$ cat src/rtl/event_profiler_if.sv
// Snapshot handoff bundle between the event profiler and its readout consumer.
// master = profiler (drives data/valid), slave = consumer (drives ready).
interface event_profiler_if #(
    parameter int NUM_CH = 8,
    parameter int CNT_W  = 32
);
    logic                    snap_valid;
    logic                    snap_ready;
    logic [NUM_CH*CNT_W-1:0] snap_counts;
    logic [NUM_CH-1:0]       snap_ovf;
    logic [15:0]             snap_seq;
    logic [15:0]             snap_drop_cnt;

    modport master (
        output snap_valid,
        output snap_counts,
        output snap_ovf,
        output snap_seq,
        output snap_drop_cnt,
        input  snap_ready
    );

    modport slave (
        input  snap_valid,
        input  snap_counts,
        input  snap_ovf,
        input  snap_seq,
        input  snap_drop_cnt,
        output snap_ready
    );
endinterface

$ cat src/rtl/event_profiler.sv
// N-channel event profiler: per-channel saturating edge/level counters, periodic or
// requested snapshots, handed off through a one-entry valid/ready buffer.
module event_profiler #(
    parameter int NUM_CH        = 8,
    parameter int CNT_W         = 32,
    parameter int SAMPLE_PERIOD = 1000000,
    parameter int CLEAR_ON_SNAP = 0
) (
    input  logic              clk,
    input  logic              rst_n,
    input  logic              enable_i,
    input  logic              clear_i,
    input  logic [NUM_CH-1:0] ch_mode_i,
    input  logic [NUM_CH-1:0] ch_event_i,
    input  logic              snap_req_i,
    event_profiler_if.master  snap_if
);
    localparam int               TMR_W    = $clog2(SAMPLE_PERIOD);
    localparam logic [TMR_W-1:0] TMR_LAST = TMR_W'(SAMPLE_PERIOD - 1);

    function automatic logic [CNT_W-1:0] sat_inc(input logic [CNT_W-1:0] v, input logic en);
        if (en && (v != {CNT_W{1'b1}})) return v + CNT_W'(1);
        return v;
    endfunction

    function automatic logic [15:0] sat_inc16(input logic [15:0] v);
        return (v == 16'hFFFF) ? v : v + 16'd1;
    endfunction

    logic [CNT_W-1:0]        cnt_q [NUM_CH];
    logic [CNT_W-1:0]        cnt_d [NUM_CH];
    logic [NUM_CH-1:0]       ovf_q, ovf_d;
    logic [NUM_CH-1:0]       prev_q;
    logic [TMR_W-1:0]        tmr_q, tmr_d;
    logic                    vld_q, vld_d;
    logic [NUM_CH*CNT_W-1:0] hcnt_q, hcnt_d;
    logic [NUM_CH-1:0]       hovf_q, hovf_d;
    logic [15:0]             seq_q, seq_d;
    logic [15:0]             drop_q, drop_d;

    logic [NUM_CH-1:0]       inc;
    logic                    trig;
    logic                    accept;
    logic                    load;
    logic [NUM_CH*CNT_W-1:0] cap_cnt;
    logic [NUM_CH-1:0]       cap_ovf;

    // prev_q tracks the line even while disabled, so enabling on a high line is not an edge
    assign inc    = {NUM_CH{enable_i}} &
                    ((ch_mode_i & ch_event_i) | (~ch_mode_i & ch_event_i & ~prev_q));
    assign trig   = (enable_i && (tmr_q == TMR_LAST)) || snap_req_i;
    assign accept = vld_q && snap_if.snap_ready;
    assign load   = trig && (!vld_q || accept);

    // Captured value includes this cycle's increment so nothing is lost at the boundary
    always_comb begin
        cap_cnt = '0;
        cap_ovf = ovf_q;
        for (int k = 0; k < NUM_CH; k++) begin
            cap_cnt[k*CNT_W +: CNT_W] = sat_inc(cnt_q[k], inc[k]);
            if (inc[k] && (cnt_q[k] == {CNT_W{1'b1}})) cap_ovf[k] = 1'b1;
        end
    end

    always_comb begin
        for (int k = 0; k < NUM_CH; k++) cnt_d[k] = cap_cnt[k*CNT_W +: CNT_W];
        ovf_d  = cap_ovf;
        tmr_d  = tmr_q;
        vld_d  = vld_q;
        hcnt_d = hcnt_q;
        hovf_d = hovf_q;
        seq_d  = seq_q;
        drop_d = drop_q;

        if (snap_req_i) begin
            tmr_d = '0;
        end else if (enable_i) begin
            tmr_d = (tmr_q == TMR_LAST) ? '0 : tmr_q + TMR_W'(1);
        end

        // Interval mode restarts the live counters even if the snapshot is dropped
        if (trig && (CLEAR_ON_SNAP != 0)) begin
            for (int k = 0; k < NUM_CH; k++) cnt_d[k] = '0;
            ovf_d = '0;
        end

        if (load) begin
            hcnt_d = cap_cnt;
            hovf_d = cap_ovf;
            vld_d  = 1'b1;
            seq_d  = seq_q + 16'd1;
        end else begin
            if (trig)   drop_d = sat_inc16(drop_q);
            if (accept) vld_d  = 1'b0;
        end

        if (clear_i) begin
            for (int k = 0; k < NUM_CH; k++) cnt_d[k] = '0;
            ovf_d  = '0;
            tmr_d  = '0;
            vld_d  = 1'b0;
            seq_d  = '0;
            drop_d = '0;
        end
    end

    always_ff @(posedge clk or negedge rst_n) begin
        if (!rst_n) begin
            for (int k = 0; k < NUM_CH; k++) cnt_q[k] <= '0;
            ovf_q  <= '0;
            prev_q <= '0;
            tmr_q  <= '0;
            vld_q  <= 1'b0;
            hcnt_q <= '0;
            hovf_q <= '0;
            seq_q  <= '0;
            drop_q <= '0;
        end else begin
            for (int k = 0; k < NUM_CH; k++) cnt_q[k] <= cnt_d[k];
            ovf_q  <= ovf_d;
            prev_q <= ch_event_i;
            tmr_q  <= tmr_d;
            vld_q  <= vld_d;
            hcnt_q <= hcnt_d;
            hovf_q <= hovf_d;
            seq_q  <= seq_d;
            drop_q <= drop_d;
        end
    end

    assign snap_if.snap_valid    = vld_q;
    assign snap_if.snap_counts   = hcnt_q;
    assign snap_if.snap_ovf      = hovf_q;
    assign snap_if.snap_seq      = seq_q;
    assign snap_if.snap_drop_cnt = drop_q;
endmodule
$ cat src/flat_wrapper.sv
// flat-port wrapper written by rule: the top's interface ports become plain ports
module event_profiler_flat 
#(
    parameter int NUM_CH        = 8,
    parameter int CNT_W         = 32,
    parameter int SAMPLE_PERIOD = 1000000,
    parameter int CLEAR_ON_SNAP = 0
)
  (clk, rst_n, enable_i, clear_i, ch_mode_i, ch_event_i, snap_req_i, snap_if_snap_valid, snap_if_snap_counts, snap_if_snap_ovf, snap_if_snap_seq, snap_if_snap_drop_cnt, snap_if_snap_ready);
  event_profiler_if #(.NUM_CH(NUM_CH), .CNT_W(CNT_W)) snap_if_i ();
  input  logic clk;
  input  logic rst_n;
  input  logic enable_i;
  input  logic clear_i;
  input  logic [NUM_CH-1:0] ch_mode_i;
  input  logic [NUM_CH-1:0] ch_event_i;
  input  logic snap_req_i;
  output wire logic [$bits(snap_if_i.snap_valid)-1:0] snap_if_snap_valid;
  output wire logic [$bits(snap_if_i.snap_counts)-1:0] snap_if_snap_counts;
  output wire logic [$bits(snap_if_i.snap_ovf)-1:0] snap_if_snap_ovf;
  output wire logic [$bits(snap_if_i.snap_seq)-1:0] snap_if_snap_seq;
  output wire logic [$bits(snap_if_i.snap_drop_cnt)-1:0] snap_if_snap_drop_cnt;
  input wire logic [$bits(snap_if_i.snap_ready)-1:0] snap_if_snap_ready;
  assign snap_if_snap_valid = snap_if_i.snap_valid;
  assign snap_if_snap_counts = snap_if_i.snap_counts;
  assign snap_if_snap_ovf = snap_if_i.snap_ovf;
  assign snap_if_snap_seq = snap_if_i.snap_seq;
  assign snap_if_snap_drop_cnt = snap_if_i.snap_drop_cnt;
  assign snap_if_i.snap_ready = snap_if_snap_ready;
  event_profiler #(.NUM_CH(NUM_CH), .CNT_W(CNT_W), .SAMPLE_PERIOD(SAMPLE_PERIOD), .CLEAR_ON_SNAP(CLEAR_ON_SNAP)) u_core (.clk(clk), .rst_n(rst_n), .enable_i(enable_i), .clear_i(clear_i), .ch_mode_i(ch_mode_i), .ch_event_i(ch_event_i), .snap_req_i(snap_req_i), .snap_if(snap_if_i));
endmodule
$ cat config.mk
export PLATFORM = sky130hd
export DESIGN_NAME = event_profiler_flat
export DESIGN_NICKNAME = d
export VERILOG_FILES = /design/src/rtl/event_profiler_if.sv /design/src/rtl/event_profiler.sv /design/src/flat_wrapper.sv
export SDC_FILE = /design/constraint.sdc
export NUM_CORES = 1
export LEC_CHECK = 0
export BUFFER_PORTS_ARGS = -buffer_cell sky130_fd_sc_hd__buf_2
export CAP_MARGIN = 30
export CORE_MARGIN = 1
export CORE_UTILIZATION = 50
export DETAILED_ROUTE_END_ITERATION = 10
export HOLD_SLACK_MARGIN = 0.08
export PLACE_DENSITY = 0.7
export SYNTH_ARGS = -nofsm -noshare
export SYNTH_HDL_FRONTEND = slang
export SYNTH_SLANG_ARGS = --single-unit
$ cat constraint.sdc
create_clock -name clk -period 5.7 [get_ports clk]
set_input_delay 1.14 -clock clk [delete_from_list [all_inputs] [get_ports clk]]
set_output_delay 1.14 -clock clk [all_outputs]
set_load 0.02 [all_outputs]
==> results of run 1 <==
[final cells by class]
cell class,count,share of cell area
diodes,2,0.000156
clock inverters,19,0.00641
well taps,696,0.0272
flip-flops and latches,589,0.460
inverters,36,0.00422
clock buffers,98,0.0636
multi-input cells,2119,0.377
repair buffers,345,0.0610
[path summary, 6_finish.rpt]
kind	start	endpoint
worst min register to register	u_core.snap_if.snap_counts[4]	u_core.snap_if.snap_counts[4]
worst min-delay path	u_core.snap_if.snap_counts[4]	u_core.snap_if.snap_counts[4]
worst max-delay path	enable_i	u_core.snap_if.snap_counts[210]
max in group asynchronous	rst_n	u_core.snap_if.snap_drop_cnt[4]
min in group asynchronous	rst_n	u_core.snap_if.snap_counts[134]
worst max register to register	u_core.tmr_q[12]	u_core.snap_if.snap_counts[203]
[power by group through the flow]
stage	logic, uW	clock network, uW	registers, uW
after floorplan	312	0	4770
after global placement	932	0	4570
after detailed placement	942	0	4580
after CTS	944	4480	4500
after global routing	1020	4650	4520
final	931	4380	4500
[tightest hold or removal path, stage by stage (launching register included)]
cell,delay [ns]
dfrtp_1,0.34
nand2_1,0.05
o31ai_1,0.06
[cell families (layout without fill, tap and decap cells)]
kind of cell | after synthesis | count (layout) | synth area share
flip-flops | 589 | 589 | 0.535
AND/OR/NAND/NOR | 1249 | 1249 | 0.239
multiplexers | 21 | 21 | 0.00799
AO/OA/AOI/OAI | 769 | 769 | 0.163
other | 0 | 2 | 0
adder cells (fa/ha/maj) | 11 | 11 | 0.00499
buffers and inverters | 184 | 498 | 0.0279
XOR/XNOR | 69 | 69 | 0.0219
[stage by stage]
stage | utilization | hold slack (ns) | total power (uW) | setup WS [ns] | cell area [sq um]
floorplan | - | 0.443 | 5080 | 2.82 | 27600
global placement | 0.549 | 0.459 | 5500 | 1.90 | 29700
detailed placement | 0.550 | 0.471 | 5520 | 1.86 | 29800
CTS | 0.591 | 0.483 | 9920 | 2.48 | 32000
global route | 0.592 | 0.506 | 10200 | 2.24 | 32000
finish | 0.592 | 0.477 | 9820 | 2.41 | 32000
[cell usage in the layout, fill, tap and decap left out, types with 14 or more instances in the layout]
master       n
clkbuf_8    16
nor2b_1     14
clkbuf_16   71
and3_1      26
a21oi_1    287
xnor2_1     41
xor2_1      28
o31ai_1     69
nand4_1    102
inv_1       36
buf_4       14
buf_2      317
o21ai_0    162
and4_1      46
a31oi_1    185
nor3_1      36
nand2_1    163
and2_1      31
or4_1       70
nand3_1    110
dfrtp_1    589
or3_1      142
nor2_1     404
nor4_1      38
[registers in the layout, summed over array words and instances (netlist names)]
signal and flops:
u_core.cnt_q 256, u_core.snap_if.snap_counts 256, u_core.tmr_q 20, u_core.snap_if.snap_drop_cnt 16, u_core.snap_if.snap_seq 16, u_core.ovf_q 8
u_core.prev_q 8, u_core.snap_if.snap_ovf 8, u_core.snap_if.snap_valid 1
[routing by layer]
layer / wire length, microns / GRT usage
met1: 31800 / 0.358
met2: 33800 / 0.402
met3: 4680 / 0.0477
met4: 2950 / 0.122
met5: 0 / 0
==> out/metrics.cfg, run 1 <==
[outcome]
status=complete, no violations

[synthesis]
yosys.cell_types.count=71
ys.flop_type=dfrtp_1
synth_top_area_share=0.535
synth_common_cells=589 x dfrtp_1, 404 x nor2_1, 287 x a21oi_1, 186 x a31oi_1, 163 x nand2_1
netlist_instances=2892
synth_area_leaders=dfrtp_1 53%, nor2_1 5.5%, a21oi_1 5.2%, a31oi_1 4.2%, or3_1 3.2%
yosysSeqAreaShare=0.535
ys_warn_count=0
ys_ff_latch=589
synth_edf_count=0
async_flop_share=1.00
synth_fp_nets=2925
synth_top_area_cell=dfrtp_1
syn_area_per_cell_sq_um=9.53
synth.most_common_cell=dfrtp_1
synth_area_sq_mm=0.0276

[worst_setup_path]
critPathCaptureType=flip-flop
cp_max_fo=17
worstSetupPathDepth=6
max_stage_delay_ns=0.58
cpMaxStageDelayCell=or3b_1
critPathArrivalTime_ns=3.79
ff2ff_setup_slack_ns=2.50
worstPathCellList=buf_2 -> nand2_1 -> or3b_1 -> or3_1 -> or4_1 -> a31oi_1
startpoint_type=primary input
ff2ff_path_depth=6
worstPathRequired_ns=6.21
cp_top_family=simple AND/OR/NAND/NOR gates
path_class=primary input to flip-flop
timing.critical_path.buf_inv=1

[sta]
min_period_ns=3.29
final-hold-violation-count=0
period_share=0.576
max_freq_mhz=304
rsz0062_at_grt=no
skew_ns=0.0250
fin_setup_tns_ns=0
finalSetupViolations=0
max_slew_margin=0.281
worstMarginPinSlew_ns=1.08
maxSlewViolCount=0

[routing]
firstDrtPassIters=6
via_count=24000
wl_per_cell_microns=18.8
vias_per_cell=6.14
drcViolationCount=0
drt_iter0_drc=1931
final_antenna_net_count=0
wirelength_microns=73200

[power_and_ir_drop]
comb_power_share=0.095
p_int_uw=7300
irDropWorstVdd_uv=215
pwr-share-clk=0.446
seqPwrFrac=0.459
p_switching_uw=2520
p_leak_uw=0.0133
powerDensity_mw_per_mm2=307
switching_share=0.256

[clock_network]
postCtsSetupRepairBufs=0
clock_path_buffers=3
cts_resized=0
ctsRootBufferMaster=clkbuf_16
cts_tree=done
clock_latency_ns=0.59
clkTransAtPathRegs_ns=0.06
htreeDepth=3
clkSinkCount=589
cts_hold_buf=0
cts_buffers=67

[floorplan]
start_util=0.509
die_area_sq_mm=0.0561
rows=85
core_sq_mm=0.0541
io_pins=319
fp.dieW_microns=237
die_h_microns=237

[place]
gp_congestion=0.935
portBuffers=318
place.detailed.hpwl_microns=50000
dp.cells=3784

[grt]
grt_pass1_vias=23000
antenna_found_initial=2
overflow=0
track_usage=0.261
grt_pass1_wl_microns=120000
grt_start_max_net_pins=169

[job]
max_cap_viol_count=0

[finish]
drive_gt1_frac=0.158
instances_no_fill=3904
multi_input_area_sq_mm=0.0121
area_growth_pct=16.2
n_fill_cell=4658
regArea_sq_mm=0.0147
fin_nets=3191

[hold_path]
whs_path_depth=2
min_path_type=flip-flop to flip-flop

Power figures use the tool's default switching activity.
==> inputs of run 2 (changes only) <==
--- a/config.mk
+++ b/config.mk
@@ -11,7 +11,7 @@
 export CORE_UTILIZATION = 50
 export DETAILED_ROUTE_END_ITERATION = 10
 export HOLD_SLACK_MARGIN = 0.08
-export PLACE_DENSITY = 0.7
+export PLACE_DENSITY = 0.73
 export SYNTH_ARGS = -nofsm -noshare
 export SYNTH_HDL_FRONTEND = slang
 export SYNTH_SLANG_ARGS = --single-unit
==> constraint.sdc (replaced) <==
create_clock -name clk -period 2.65 [get_ports clk]
set_input_delay 0.53 -clock clk [delete_from_list [all_inputs] [get_ports clk]]
set_output_delay 0.53 -clock clk [all_outputs]
set_load 0.02 [all_outputs]
==> run 2 against run 1 <==
Global-route usage grew 1.0 points. Routed wire length grew 4.1%. Count of clock-buffer cells in the layout shrank 4. Cell count grew 2.7%. Largest cell class unchanged. Sequential cell count is the same. Largest power group unchanged. First-iteration DRC count shrank 1.8%.
==> out/metrics.cfg, run 2 (synthesis gave the netlist of run 1 again) <==
[outcome]
status=complete, no violations

[routing]
wl_per_cell_microns=19.0  ; +1.3%
via_count=24500  ; +2.1%
drcViolationCount=0  ; unchanged
wirelength_microns=76200  ; +4.1%
final_antenna_net_count=0  ; unchanged
vias_per_cell=6.10  ; -0.59%
firstDrtPassIters=5  ; -1
drt_iter0_drc=1896  ; -1.8%

[floorplan]
io_pins=319  ; unchanged
core_sq_mm=0.0541  ; unchanged
die_h_microns=237  ; unchanged
fp.dieW_microns=237  ; unchanged
rows=85  ; unchanged
start_util=0.509  ; unchanged
die_area_sq_mm=0.0561  ; unchanged

[place]
place.detailed.hpwl_microns=53200  ; +6.5%
gp_congestion=0.933  ; -0.27%
place_ws_ns=-0.0149  ; -1.87 ns
portBuffers=318  ; unchanged

[worst_setup_path]
worstPathCellList=or4b_1 -> nor4_4 -> buf_4 -> a31oi_4 -> or4_1 -> a21oi_1
r2r_end=u_core.snap_if.snap_seq[5]
worstPathRequired_ns=3.16  ; -3.05 ns
path_class=flip-flop to flip-flop
startpoint_type=flip-flop
ff2ff_path_depth=6  ; unchanged
r2r-start=u_core.tmr_q[12]
cpMaxStageDelayCell=or4b_1
crit_end=u_core.snap_if.snap_seq[5]
ff2ff_setup_slack_ns=0.15  ; -2.35 ns
critPathCaptureType=flip-flop
max_stage_delay_ns=0.60  ; +0.02 ns
critPathArrivalTime_ns=3.01  ; -0.78 ns
crit_start=u_core.tmr_q[12]
cp_max_fo=25  ; +8

[finish]
n_fill_cell=4572  ; -1.8%
fin_nets=3292  ; +3.2%
drive_gt1_frac=0.185  ; +0.0275
final_cell_mix=589 x dfrtp_1, 404 x nor2_1, 317 x buf_2
area_growth_pct=19.9
final_common_cell=dfrtp_1

[sta]
finalWorstSetupSlack_ns=0.153  ; -2.26 ns
final-hold-violation-count=0  ; unchanged
finalSetupViolations=0  ; unchanged
worstMarginPinSlew_ns=1.04  ; -0.0422 ns
max_freq_mhz=401
skew_ns=0.0233  ; -0.00167 ns
period_share=0.942
maxSlewViolCount=0  ; unchanged
max_slew_margin=0.310  ; +0.0282
worst_hold_slack_ns=0.120  ; -0.357 ns
min_period_ns=2.50
fin_setup_tns_ns=0  ; unchanged
rsz0062_at_grt=no

[clock_network]
ctsRootBufferMaster=clkbuf_16
cts_buffers=67  ; unchanged
cts_tree=done
htreeDepth=3  ; unchanged
clkSinkCount=589  ; unchanged
clkTransAtPathRegs_ns=0.06  ; about the same
clock_latency_ns=0.61  ; +0.02 ns
clock_path_buffers=3  ; unchanged

[job]
max_cap_viol_count=0  ; unchanged

[power_and_ir_drop]
powerDensity_mw_per_mm2=647  ; +110%
irDropWorstVdd_uv=494  ; +130%
p_leak_uw=0.0138  ; +4.3%

[grt]
grt_pass1_vias=23700  ; +3.0%
track_usage=0.271  ; +0.0101
antenna_found_initial=0  ; -2
grt_start_max_net_pins=186  ; +10%
grt_pass1_wl_microns=124000  ; +3.5%
overflow=0  ; unchanged

[hold_path]
min_path_type=primary input to flip-flop

==> run 2: changes by cell type in the layout (fill, tap and decap cells not counted), moves of 2 or more <==
cell	previous run	this run
buf_12	11	22
buf_4	14	96
clkbuf_1	11	8
clkbuf_16	71	69
clkinv_2	12	16
clkinv_8	0	2
dlygate4sd3_1	0	9
inv_6	1	3
nor4_1	38	34
nor4_2	7	11
==> run 2: power by group <==
group	switching (uW)	internal (uW)
logic	1450	662
clock network	3830	5760
registers	276	9400
==> run 2: timing repair <==
item / 4_1_cts / 5_1_grt
endpoints found under the setup margin: 0 / 38
setup buffers: 0 / 1
hold buffers: 9 / 0
gates resized for setup: 0 / 8
hold endpoints to repair: 52 / 0
==> run 2: how the worst min path moves through the flow <==
stage / start / to / slack [ns] / cells past startpoint
after global placement: u_core.snap_if.snap_counts[9] / u_core.snap_if.snap_counts[9] / 0.46 / 2
after CTS: clear_i / u_core.snap_if.snap_seq[2] / 0.1 / 2
after detailed placement: u_core.ovf_q[1] / u_core.ovf_q[1] / 0.47 / 2
after global routing: clear_i / u_core.snap_if.snap_seq[2] / 0.09 / 2
final: clear_i / u_core.snap_if.snap_seq[2] / 0.12 / 2
after floorplan: rst_n / u_core.cnt_q[0] / 0.23 / 0
==> run 2: critical path, delay by kind of cell (launching register included) <==
family,cells,cell delay [ns]
simple gates,3,1.37
flops,1,0.43
compound gates,2,0.41
buf+inv,1,0.21
==> run 2: area by class of cell <==
cell class / instances / area, sq um / share of cell area
sequential: 589 / 14700 / 0.446
tap: 696 / 871 / 0.0263
multi-input combinational: 2119 / 12100 / 0.367
inverter: 36 / 135 / 0.00409
clock inverter: 29 / 313 / 0.00946
antenna: 1 / 2.50 / 0.0000757
timing repair buffer: 446 / 2870 / 0.0868
clock buffer: 94 / 1990 / 0.0602
==> run 2: routing by layer <==
metal	GRT usage	part of all wire	vias to the layer above
met5	0	0	-
met3	0.0525	0.065	142
li1	-	-	11500
met2	0.441	0.48	795
met1	0.363	0.42	12000
met4	0.0919	0.030	0
==> run 2: metrics by stage <==
stage               instance area (sq um)   util  instances  total power, uW
floorplan                           27600      -       2892            10900
global placement                    30600  0.565       3874            11900
detailed placement                  30600  0.565       3876            12000
CTS                                 33000  0.609       4008            21600
global route                        33000  0.610       4009            22200
finish                              33100  0.611       4010            21400
==> inputs of run 3 (changes only) <==
--- a/config.mk
+++ b/config.mk
@@ -5,13 +5,14 @@
 export SDC_FILE = /design/constraint.sdc
 export NUM_CORES = 1
 export LEC_CHECK = 0
+export ABC_AREA = 1
 export BUFFER_PORTS_ARGS = -buffer_cell sky130_fd_sc_hd__buf_2
 export CAP_MARGIN = 30
-export CORE_MARGIN = 1
-export CORE_UTILIZATION = 50
+export CORE_MARGIN = 2
+export CORE_UTILIZATION = 54
 export DETAILED_ROUTE_END_ITERATION = 10
 export HOLD_SLACK_MARGIN = 0.08
-export PLACE_DENSITY = 0.73
+export PLACE_DENSITY = 0.77
 export SYNTH_ARGS = -nofsm -noshare
 export SYNTH_HDL_FRONTEND = slang
 export SYNTH_SLANG_ARGS = --single-unit
==> run 3 against run 2 <==
Routed wire length is 19% higher. Count of clock-buffer cells in the layout is 4 lower. Cell count up 49%. Sequential share of layout area is 5.7 points lower. Die area rose by 12%.
==> out/metrics.cfg, run 3 <==
[synthesis]
synth_area_leaders=dfrtp_1 45%, nand2_1 27%, nor2_1 6.4%, nand3_1 3.7%, inv_1 3.6%
ys.flop_type=dfrtp_1
synth_common_cells=2348 x nand2_1, 589 x dfrtp_1, 557 x nor2_1, 313 x inv_1, 243 x nand3_1
synth_top_area_cell=dfrtp_1
yosys.cell_types.count=39  ; -45%
syn_area_per_cell_sq_um=6.84  ; -28%
synth_edf_count=0  ; unchanged
async_flop_share=1.00  ; unchanged
ys_warn_count=0  ; unchanged
yosysSeqAreaShare=0.448  ; -0.0871
synth_top_area_share=0.448  ; -0.0871
synth.most_common_cell=nand2_1
netlist_instances=4813  ; +66%
ys_ff_latch=589  ; unchanged
synth_fp_nets=4846  ; +66%
synth_area_sq_mm=0.0329  ; +19%

[sta]
maxSlewViolCount=0  ; unchanged
fin_setup_tns_ns=0  ; unchanged
max_freq_mhz=409  ; +2.1%
finalSetupViolations=0  ; unchanged
period_share=0.923  ; -0.0191
min_period_ns=2.45  ; -0.0507 ns
max_slew_margin=0.414  ; +0.105
worstMarginPinSlew_ns=0.879  ; -0.157 ns
skew_ns=0.0194  ; -0.00393 ns
final-hold-violation-count=0  ; unchanged
rsz0062_at_grt=no

[grt]
antenna_found_initial=1  ; +1
grt_pass1_vias=29200  ; +23%
overflow=0  ; unchanged
track_usage=0.288  ; +0.0176
grt_start_max_net_pins=164  ; -12%
grt_pass1_wl_microns=148000  ; +20%

[power_and_ir_drop]
p_leak_uw=0.0194  ; +40%
powerDensity_mw_per_mm2=523  ; -19%
seqPwrFrac=0.458  ; +0.005
irDropWorstVdd_uv=450  ; -8.9%
p_switching_uw=4590  ; -17%
switching_share=0.231  ; -0.0288
comb_power_share=0.050  ; -0.049
pwr-share-clk=0.492  ; +0.043
p_int_uw=15300  ; -3.6%

[floorplan]
fp.dieW_microns=251  ; +6.0%
start_util=0.545  ; +0.0363
core_sq_mm=0.0604  ; +11%
die_area_sq_mm=0.0629  ; +12%
rows=90  ; +5.9%
io_pins=319  ; unchanged
die_h_microns=251  ; +6.0%

[worst_setup_path]
startpoint_type=flip-flop
path_class=flip-flop to flip-flop
crit_start=u_core.cnt_q[0]
max_stage_delay_ns=0.45  ; -0.15 ns
worstPathRequired_ns=3.17  ; about the same
ff2ff_path_depth=11  ; +5
r2r_end=u_core.cnt_q[14]
worstSetupPathDepth=11  ; +5
timing.critical_path.buf_inv=2  ; +1
critPathCaptureType=flip-flop
r2r-start=u_core.cnt_q[0]
crit_end=u_core.cnt_q[14]
critPathArrivalTime_ns=2.97  ; -0.04 ns
ff2ff_setup_slack_ns=0.20  ; +0.05 ns
worstPathCellList=ha_1 -> inv_1 -> nor2_4 -> nand2_2 -> nor2_4 -> nand2_2 -> nand2_4 -> buf_4 -> nand2_1 -> o21ai_1 -> and2_1
cp_top_family=simple AND/OR/NAND/NOR gates
cp_max_fo=22  ; -12%
cpMaxStageDelayCell=dfrtp_1

[clock_network]
htreeDepth=3  ; unchanged
postCtsSetupRepairBufs=0  ; unchanged
ctsRootBufferMaster=clkbuf_16
clock_latency_ns=0.60  ; about the same
clkSinkCount=589  ; unchanged
clkTransAtPathRegs_ns=0.06  ; about the same
cts_buffers=66  ; -1.5%
cts_tree=done
clock_path_buffers=3  ; unchanged

[finish]
area_growth_pct=15.2
fin_nets=5179  ; +57%
n_fill_cell=5617  ; +23%
final_cell_mix=2348 x nand2_1, 589 x dfrtp_1, 557 x nor2_1
instances_no_fill=5979  ; +49%
final_common_cell=nand2_1
drive_gt1_frac=0.120  ; -0.0652

[place]
portBuffers=318  ; unchanged
place.detailed.hpwl_microns=65600  ; +23%
dp.cells=5855  ; +51%
gp_congestion=0.964  ; +3.4%

[routing]
via_count=31000  ; +26%
drcViolationCount=0  ; unchanged
final_antenna_net_count=0  ; unchanged
drt_iter0_drc=2506  ; +32%
wirelength_microns=90800  ; +19%
vias_per_cell=5.18  ; -15%
wl_per_cell_microns=15.2  ; -20%
firstDrtPassIters=8  ; +3

[job]
max_cap_viol_count=0  ; unchanged

[hold_path]
min_path_type=primary input to flip-flop
whs_path_depth=1  ; -1

[outcome]
status=complete, no violations

run 3: cell count changes after synthesis, sizes merged, moves of 47 or more:
cell / before / now
inv: 36 / 347
clkbuf: 89 / 42
nor2: 405 / 578
a21oi: 287 / 199
nand3: 110 / 243
a31oi: 187 / 1
o21ai: 162 / 75
or3: 142 / 0
o31ai: 70 / 0
or4: 74 / 0
and4: 47 / 0
nand2: 163 / 2378
xor2: 28 / 76
run 3: how the worst min path moves through the flow:
stage	start	endpoint	slack, ns
floorplan	rst_n	u_core.cnt_q[0]	0.23
global placement	u_core.snap_if.snap_counts[247]	u_core.snap_if.snap_counts[247]	0.46
detailed placement	u_core.snap_if.snap_counts[252]	u_core.snap_if.snap_counts[252]	0.46
CTS	ch_event_i[4]	u_core.prev_q[4]	0.09
global route	ch_event_i[4]	u_core.prev_q[4]	0.1
finish	ch_event_i[4]	u_core.prev_q[4]	0.13
run 3: power groups by stage:
stage               clock [uW]  combinational [uW]  sequential [uW]
detailed placement           0                1000             9260
global placement             0                 992             9250
CTS                       9940                1010             9090
finish                    9760                 993             9090
floorplan                    0                 502             9280
global route             10300                1100             9090
run 3: final cells by class:
type                       instances  area, sq um  area share
sequential                       589        14700       0.389
inverter                         347         1310      0.0346
multi-input combinational       3734        16000       0.423
timing repair buffer             408         2540      0.0669
clock inverter                    28          367     0.00967
antenna                            1         2.50   0.0000660
clock buffer                      90         1970      0.0518
tap                              782          978      0.0258
run 3: stage by stage:
step                      utilization  setup WS, ns  cell area (sq um)  total power, uW  hold WS [ns]
final                           0.628         0.204              37900            19900         0.133
after CTS                       0.628         0.186              37900            20000        0.0933
after floorplan                     -         0.729              32900             9780         0.234
after detailed placement        0.589         0.245              35500            10300         0.459
after global placement          0.589         0.315              35500            10200         0.457
after global routing            0.628        0.0175              37900            20500        0.0988
run 3: per-layer routing:
metal	wire length [microns]	track usage	share of wire
met5	0	0	0
met4	3080	0.102	0.034
met3	5260	0.0447	0.058
met2	41000	0.457	0.45
met1	41400	0.405	0.46
run 3: repair_timing:
item	in CTS	in global routing
setup endpoints to repair	0	19
resized for setup	0	1
hold buffers	5	0
endpoints found under the hold margin	38	0
run 3: kinds of logic (layout without fill, tap and decap cells):
family,Yosys count,after routing,synth area share
AOI/OAI and AO/OA,307,307,0.0509
xor gates and xnor gates,90,90,0.0239
adders and majority gates,11,11,0.00418
buffers and inverters,490,873,0.0662
DFF,589,589,0.448
other,0,1,0
and+or+nand+nor,3326,3326,0.407
